$ cat src/rtl/sram_port_arbiter.sv
// sram_port_arbiter: shares one async 16-bit SRAM between CPU port C and debug port D using a fixed 4-cycle access.
// Define SRAM_ARB_ROUND_ROBIN_EN for alternating arbitration; default build gives port C fixed priority.
module sram_port_arbiter #(
    parameter int ADDR_W = 20,
    parameter int DATA_W = 16
) (
    input  logic              Clk,
    input  logic              Reset,
    input  logic              c_req,
    input  logic              c_we,
    input  logic [ADDR_W-1:0] c_addr,
    input  logic [DATA_W-1:0] c_wdata,
    output logic [DATA_W-1:0] c_rdata,
    output logic              c_ack,
    input  logic              d_req,
    input  logic              d_we,
    input  logic [ADDR_W-1:0] d_addr,
    input  logic [DATA_W-1:0] d_wdata,
    output logic [DATA_W-1:0] d_rdata,
    output logic              d_ack,
    output logic [ADDR_W-1:0] sram_addr,
    output logic [DATA_W-1:0] sram_dq_out,
    output logic              sram_dq_oe,
    input  logic [DATA_W-1:0] sram_dq_in,
    output logic              Mem_CE,
    output logic              Mem_OE,
    output logic              Mem_WE,
    output logic              Mem_UB,
    output logic              Mem_LB,
    output logic              grant_d
);
    typedef enum logic [1:0] {IDLE, ACC1, ACC2, RCVR} state_t;

    state_t            state_q, state_d;
    logic              win_d_q, we_q, pick_d, grant, access;
    logic [ADDR_W-1:0] addr_q;
    logic [DATA_W-1:0] wdata_q, c_rdata_q, d_rdata_q;

    assign grant = (state_q == IDLE) && (c_req || d_req);

`ifdef SRAM_ARB_ROUND_ROBIN_EN
    logic last_d_q;
    // Starts at D so that C wins the first contested grant.
    assign pick_d = d_req && (!c_req || !last_d_q);
    always_ff @(posedge Clk) begin
        if (Reset) last_d_q <= 1'b1;
        else if (grant) last_d_q <= pick_d;
    end
`else
    assign pick_d = d_req && !c_req;
`endif

    always_ff @(posedge Clk) begin
        if (Reset) state_q <= IDLE;
        else state_q <= state_d;
    end

    always_comb begin
        state_d = state_q;
        case (state_q)
            IDLE:    state_d = grant ? ACC1 : IDLE;
            ACC1:    state_d = ACC2;
            ACC2:    state_d = RCVR;
            default: state_d = IDLE;
        endcase
    end

    always_ff @(posedge Clk) begin
        if (Reset) begin
            win_d_q   <= 1'b0;
            we_q      <= 1'b0;
            addr_q    <= '0;
            wdata_q   <= '0;
            c_rdata_q <= '0;
            d_rdata_q <= '0;
        end else begin
            if (grant) begin
                win_d_q <= pick_d;
                we_q    <= pick_d ? d_we : c_we;
                addr_q  <= pick_d ? d_addr : c_addr;
                wdata_q <= pick_d ? d_wdata : c_wdata;
            end
            if (state_q == ACC2 && !we_q && !win_d_q) c_rdata_q <= sram_dq_in;
            if (state_q == ACC2 && !we_q && win_d_q) d_rdata_q <= sram_dq_in;
        end
    end

    // RCVR keeps every strobe high so the DQ bus turns around before the next access.
    always_comb begin
        access     = (state_q == ACC1) || (state_q == ACC2);
        Mem_CE     = !access;
        Mem_UB     = !access;
        Mem_LB     = !access;
        Mem_OE     = !(access && !we_q);
        Mem_WE     = !(access && we_q);
        sram_dq_oe = access && we_q;
        c_ack      = (state_q == RCVR) && !win_d_q;
        d_ack      = (state_q == RCVR) && win_d_q;
    end

    assign sram_addr   = addr_q;
    assign sram_dq_out = wdata_q;
    assign grant_d     = win_d_q;
    assign c_rdata     = c_rdata_q;
    assign d_rdata     = d_rdata_q;
endmodule

$ cat config.mk
export PLATFORM = sky130hd
export DESIGN_NAME = sram_port_arbiter
export DESIGN_NICKNAME = d
export VERILOG_FILES = /design/src/rtl/sram_port_arbiter.sv
export SDC_FILE = /design/constraint.sdc
export NUM_CORES = 1
export LEC_CHECK = 0
export CAP_MARGIN = 40
export CORE_MARGIN = 1
export CORE_UTILIZATION = 45
export CTS_BUF_LIST = sky130_fd_sc_hd__clkbuf_4
export CTS_CLUSTER_SIZE = 12
export DETAILED_ROUTE_END_ITERATION = 7
export DONT_BUFFER_PORTS = 1
export SLEW_MARGIN = 30
export SYNTH_ARGS = -nofsm -noshare
export SYNTH_HDL_FRONTEND = slang
export SYNTH_SLANG_ARGS = --single-unit
$ cat constraint.sdc
create_clock -name Clk -period 2.1 [get_ports Clk]
set_clock_uncertainty 0.15 [all_clocks]
set_input_delay 0.21 -clock Clk [delete_from_list [all_inputs] [get_ports Clk]]
set_output_delay 0.21 -clock Clk [all_outputs]
set_load 0.05 [all_outputs]
==> impl_metrics.toml, run 1 <==
[status]
status = "stopped before the end"
outcome.stop_stage = "clock tree synthesis (4_1_cts)"
first-error = "[ERROR RSZ-0060] Max buffer count reached."

[clock_tree]
cts_h_tree_depth = 3
cts.root.buffer_cell = "sky130_fd_sc_hd__clkbuf_4"
postCtsHoldBufs = 101
post_cts_repair_resize_count = 0
max-clock-path-buffers = 2
post-cts-setup-buffer-count = 0
cts.sinks = 72
cts_buffers = 9

[placed_design]
place_congestion = 0.702
port_buffers = 0
place_hpwl_um = 5220
placedInstanceArea_sq_mm = 0.00321

[die]
die_width_um = 85.8
die_h_um = 85.8
effective_utilization_at_floorplan = 0.465
row_count = 30
io_pins = 171

[synth]
syn_nets = 468
synth-edff-count = 0
ys_dominant_reg_cell = "sky130_fd_sc_hd__dfxtp_1"
synth_seq_cells = 72
warning_count_from_the_yosys_run = 0
syn_avg_cell_area_sq_um = 8.51
area_contributors_post_synth = "sky130_fd_sc_hd__dfxtp_1, sky130_fd_sc_hd__nand2_1, sky130_fd_sc_hd__a211oi_2, sky130_fd_sc_hd__a21oi_1, sky130_fd_sc_hd__nor2_1"
yosysTopAreaCell = "sky130_fd_sc_hd__dfxtp_1"
syn-cell-area_sq_mm = 0.00316
ys_async_sr_fraction = 0
netlist_instances = 371
synthDominantCellAreaShare = 0.456
synth.yosys.seq_area_share = 0.456
distinct_cells_synth = 29
logic make-up after synthesis:
group,count (synthesis),share of synthesized area
compound gates,109,0.261
fa+ha+maj,3,0.0119
buf+inv,35,0.0757
flops,72,0.456
mux,1,0.00317
simple gates,151,0.192
Yosys cell counts (2+ instances only):
library cell	count
sky130_fd_sc_hd__dfxtp_1	72
sky130_fd_sc_hd__buf_4	7
sky130_fd_sc_hd__a211oi_2	30
sky130_fd_sc_hd__nand2_1	103
sky130_fd_sc_hd__ha_1	3
sky130_fd_sc_hd__a21oi_1	64
sky130_fd_sc_hd__buf_1	2
sky130_fd_sc_hd__a21oi_2	5
sky130_fd_sc_hd__buf_6	6
sky130_fd_sc_hd__inv_1	4
sky130_fd_sc_hd__clkbuf_1	7
sky130_fd_sc_hd__nor2_1	39
sky130_fd_sc_hd__buf_2	7
sky130_fd_sc_hd__a211oi_1	7
through the flow:
| step | hold WS [ps] | util | cells | setup WS, ps |
|---|---|---|---|---|
| after floorplan | 157 | - | 371 | 297 |
| after global placement | 130 | 0.470 | 448 | 423 |
| after detailed placement | 132 | 0.472 | 449 | 362 |
==> run 2, diff against run 1 <==
--- a/config.mk
+++ b/config.mk
@@ -7,11 +7,10 @@
 export LEC_CHECK = 0
 export CAP_MARGIN = 40
 export CORE_MARGIN = 1
-export CORE_UTILIZATION = 45
-export CTS_BUF_LIST = sky130_fd_sc_hd__clkbuf_4
-export CTS_CLUSTER_SIZE = 12
+export CORE_UTILIZATION = 30
 export DETAILED_ROUTE_END_ITERATION = 7
 export DONT_BUFFER_PORTS = 1
+export PLACE_DENSITY_LB_ADDON = 0.15
 export SLEW_MARGIN = 30
 export SYNTH_ARGS = -nofsm -noshare
 export SYNTH_HDL_FRONTEND = slang
==> impl_metrics.toml, run 2 <==
[timing]
fin_tns_setup_ps = 0
slew_headroom = 0.582
finalCritPeriodShare = 0.953
finalSetupViolCount = 0
rsz0062_at_grt = "no"
final_critical_path_setup_slack_ps = 98.3
drv_slew = 0
measured_slew_at_the_worst_slew_check_pin_ps = 627
timing.final.crit_period_ps = 2000
fin_hold_ws_ps = -38.4
final_hold_viol_count = 4
maxClockFrequency_mhz = 500

[die]
row_count = 37
io_pins = 171
effective_utilization_at_floorplan = 0.307
dieArea_sq_mm = 0.0109
die_h_um = 105
core_area_sq_mm = 0.0103
die_width_um = 105

[routing]
drt_drc_violations_left = 0
initialDrtViolationCount = 168
iteration_count_of_the_initial_detailed_routing_pass = 4
drt-wirelength-per-cell_um = 16.1
num_vias = 2886
viasPerCell = 4.88
postRouteAntennaNets = 0
drt_wl_total_um = 9540

[status]
status = "finished with violations"
failed_checks = "hold timing"

[final_layout]
nets = 547
mostFrequentLayoutCell = "sky130_fd_sc_hd__nand2_1"
register_area_sq_mm = 0.00144
layout-drive-gt1-share = 0.160
layout.core_utilization = 0.420
mostFrequentLayoutCells = "sky130_fd_sc_hd__nand2_1, sky130_fd_sc_hd__dlygate4sd3_1, sky130_fd_sc_hd__dfxtp_1"
antennaDiodeCount = 0
largest_reg_flops = 20
multi_input_area_sq_mm = 0.00150
synthToLayoutAreaGrowth_pct = 36.7
number_of_filler_instances_in_the_final_layout = 1046

[clock_tree]
cts.sinks = 72
cts.root.buffer_cell = "sky130_fd_sc_hd__clkbuf_8"
cts_tree = "done"
clk_latency_ps = 350
cts_buffers = 9
cts_h_tree_depth = 3
max-clock-path-buffers = 2
worst_setup_hold_path_clk_slew_ps = 80

[placed_design]
detailedPlace.worstSlack_ps = 378
port_buffers = 0
place_hpwl_um = 5910
place_congestion = 0.709

[synth]
post-synth-top-count-cell = "sky130_fd_sc_hd__nand2_1"
synth-edff-count = 0
ys_dominant_reg_cell = "sky130_fd_sc_hd__dfxtp_1"
ys_async_sr_fraction = 0
syn_nets = 468
syn_avg_cell_area_sq_um = 8.51
synth.yosys.seq_area_share = 0.456
netlist_instances = 371
yosysTopAreaCell = "sky130_fd_sc_hd__dfxtp_1"
area_contributors_post_synth = "sky130_fd_sc_hd__dfxtp_1, sky130_fd_sc_hd__nand2_1, sky130_fd_sc_hd__a211oi_2, sky130_fd_sc_hd__a21oi_1, sky130_fd_sc_hd__nor2_1"
synth_seq_cells = 72
synth.top_cells.by_count = "sky130_fd_sc_hd__nand2_1, sky130_fd_sc_hd__dfxtp_1, sky130_fd_sc_hd__a21oi_1"
distinct_cells_synth = 29
warning_count_from_the_yosys_run = 0
synthDominantCellAreaShare = 0.456
syn-cell-area_sq_mm = 0.00316

[worst_setup_path]
start_kind = "flip-flop"
timing_worst_setup_path_type = "reg -> reg"
slowest_stage = "sky130_fd_sc_hd__dlygate4sd3_1"
timing.critical_path.cells = "inv_1, ha_4, o21a_2, buf_4, nor2_1, a211oi_2, dlygate4sd3_1"
critical_path.endpoint_type = "flip-flop"
worst_endpoint_required_time_ps = 2250
timing.critical_path.arrival_ps = 2150
cpPeakStageDelay_ps = 570
worst-path-max-fanout = 12

[grt]
via_count_of_the_first_global_routing_pass = 2668
grt_overflow = 0
initial_antenna_violation_count = 0
global_route_wire_length_before_repair_um = 13600
grt.total_usage = 0.161
grt_max_degree = 73

[pwr]
total_power_uw = 5460
vdd_ir_drop_max_mv = 0.509
power_density_mw_per_mm2 = 1270
static_leakage_uw = 0.00164

[worst_hold_path]
min_path_type = "in -> reg"

[flow_run]
maxCapViolations = 0
run 2: cell counts after synthesis:
No cell type changed its count.
run 2: path summary, 6_finish.rpt:
kind / startpoint / end / slack, ps / depth (start not counted)
max: state_q[1]$_SDFF_PP0_ / sram_dq_out[3]$_SDFFE_PP0P_ / 100 / 7
min: d_wdata[7] / sram_dq_out[7]$_SDFFE_PP0P_ / -40 / 2
max reg2reg: state_q[1]$_SDFF_PP0_ / sram_dq_out[3]$_SDFFE_PP0P_ / 100 / 7
min reg2reg: we_q$_SDFFE_PP0P_ / we_q$_SDFFE_PP0P_ / 480 / 2
run 2: timing repair:
action	CTS	global route
setup endpoints to repair	0	5
hold endpoints to repair	72	65
gates resized for setup	0	2
hold buffers	7	76
setup buffers	0	2
run 2: cell families after synthesis:
kind of cell               synth area share
and+or+nand+nor                       0.192
DFF                                   0.456
buffers and inverters                0.0757
adders and majority gates            0.0119
muxes                               0.00317
AOI/OAI and AO/OA                     0.261
run 2: layer usage:
layer | wire length, um | vias up | part of all wire | global-route usage
met4 | 197 | 0 | 0.021 | 0.0835
met2 | 4850 | 105 | 0.51 | 0.273
met5 | 0 | - | 0 | 0
met1 | 3910 | 1365 | 0.41 | 0.176
li1 | - | 1398 | - | -
met3 | 583 | 18 | 0.061 | 0.0580
run 2: stage by stage:
stage	instances	instance area [sq um]
5_1_grt	591	4320
3_3_place_gp	489	3230
3_5_place_dp	490	3250
2_1_floorplan	371	3160
4_1_cts	513	3510
6_report	591	4320
run 2: report_power, final:
part           internal [uW]  switching (uW)
Combinational            694            1020
Sequential              1630            1030
Clock                    543             547
run 2: layout make-up:
| cell class | instances | area share |
|---|---|---|
| timing repair buffer | 99 | 0.232 |
| inverter | 4 | 0.00348 |
| clock inverter | 6 | 0.0139 |
| tap | 136 | 0.0394 |
| clock buffer | 10 | 0.0296 |
| sequential | 72 | 0.334 |
| multi-input combinational | 264 | 0.348 |
run 2: worst max-delay path, delay by kind of cell, from the launching register on:
| family | cells | cell delay (ps) |
|---|---|---|
| fa+ha+maj | 1 | 180 |
| compound gates | 2 | 350 |
| buf+inv | 3 | 880 |
| simple gates | 1 | 70 |
| flops | 1 | 330 |
(Power assumes the default switching activity.)
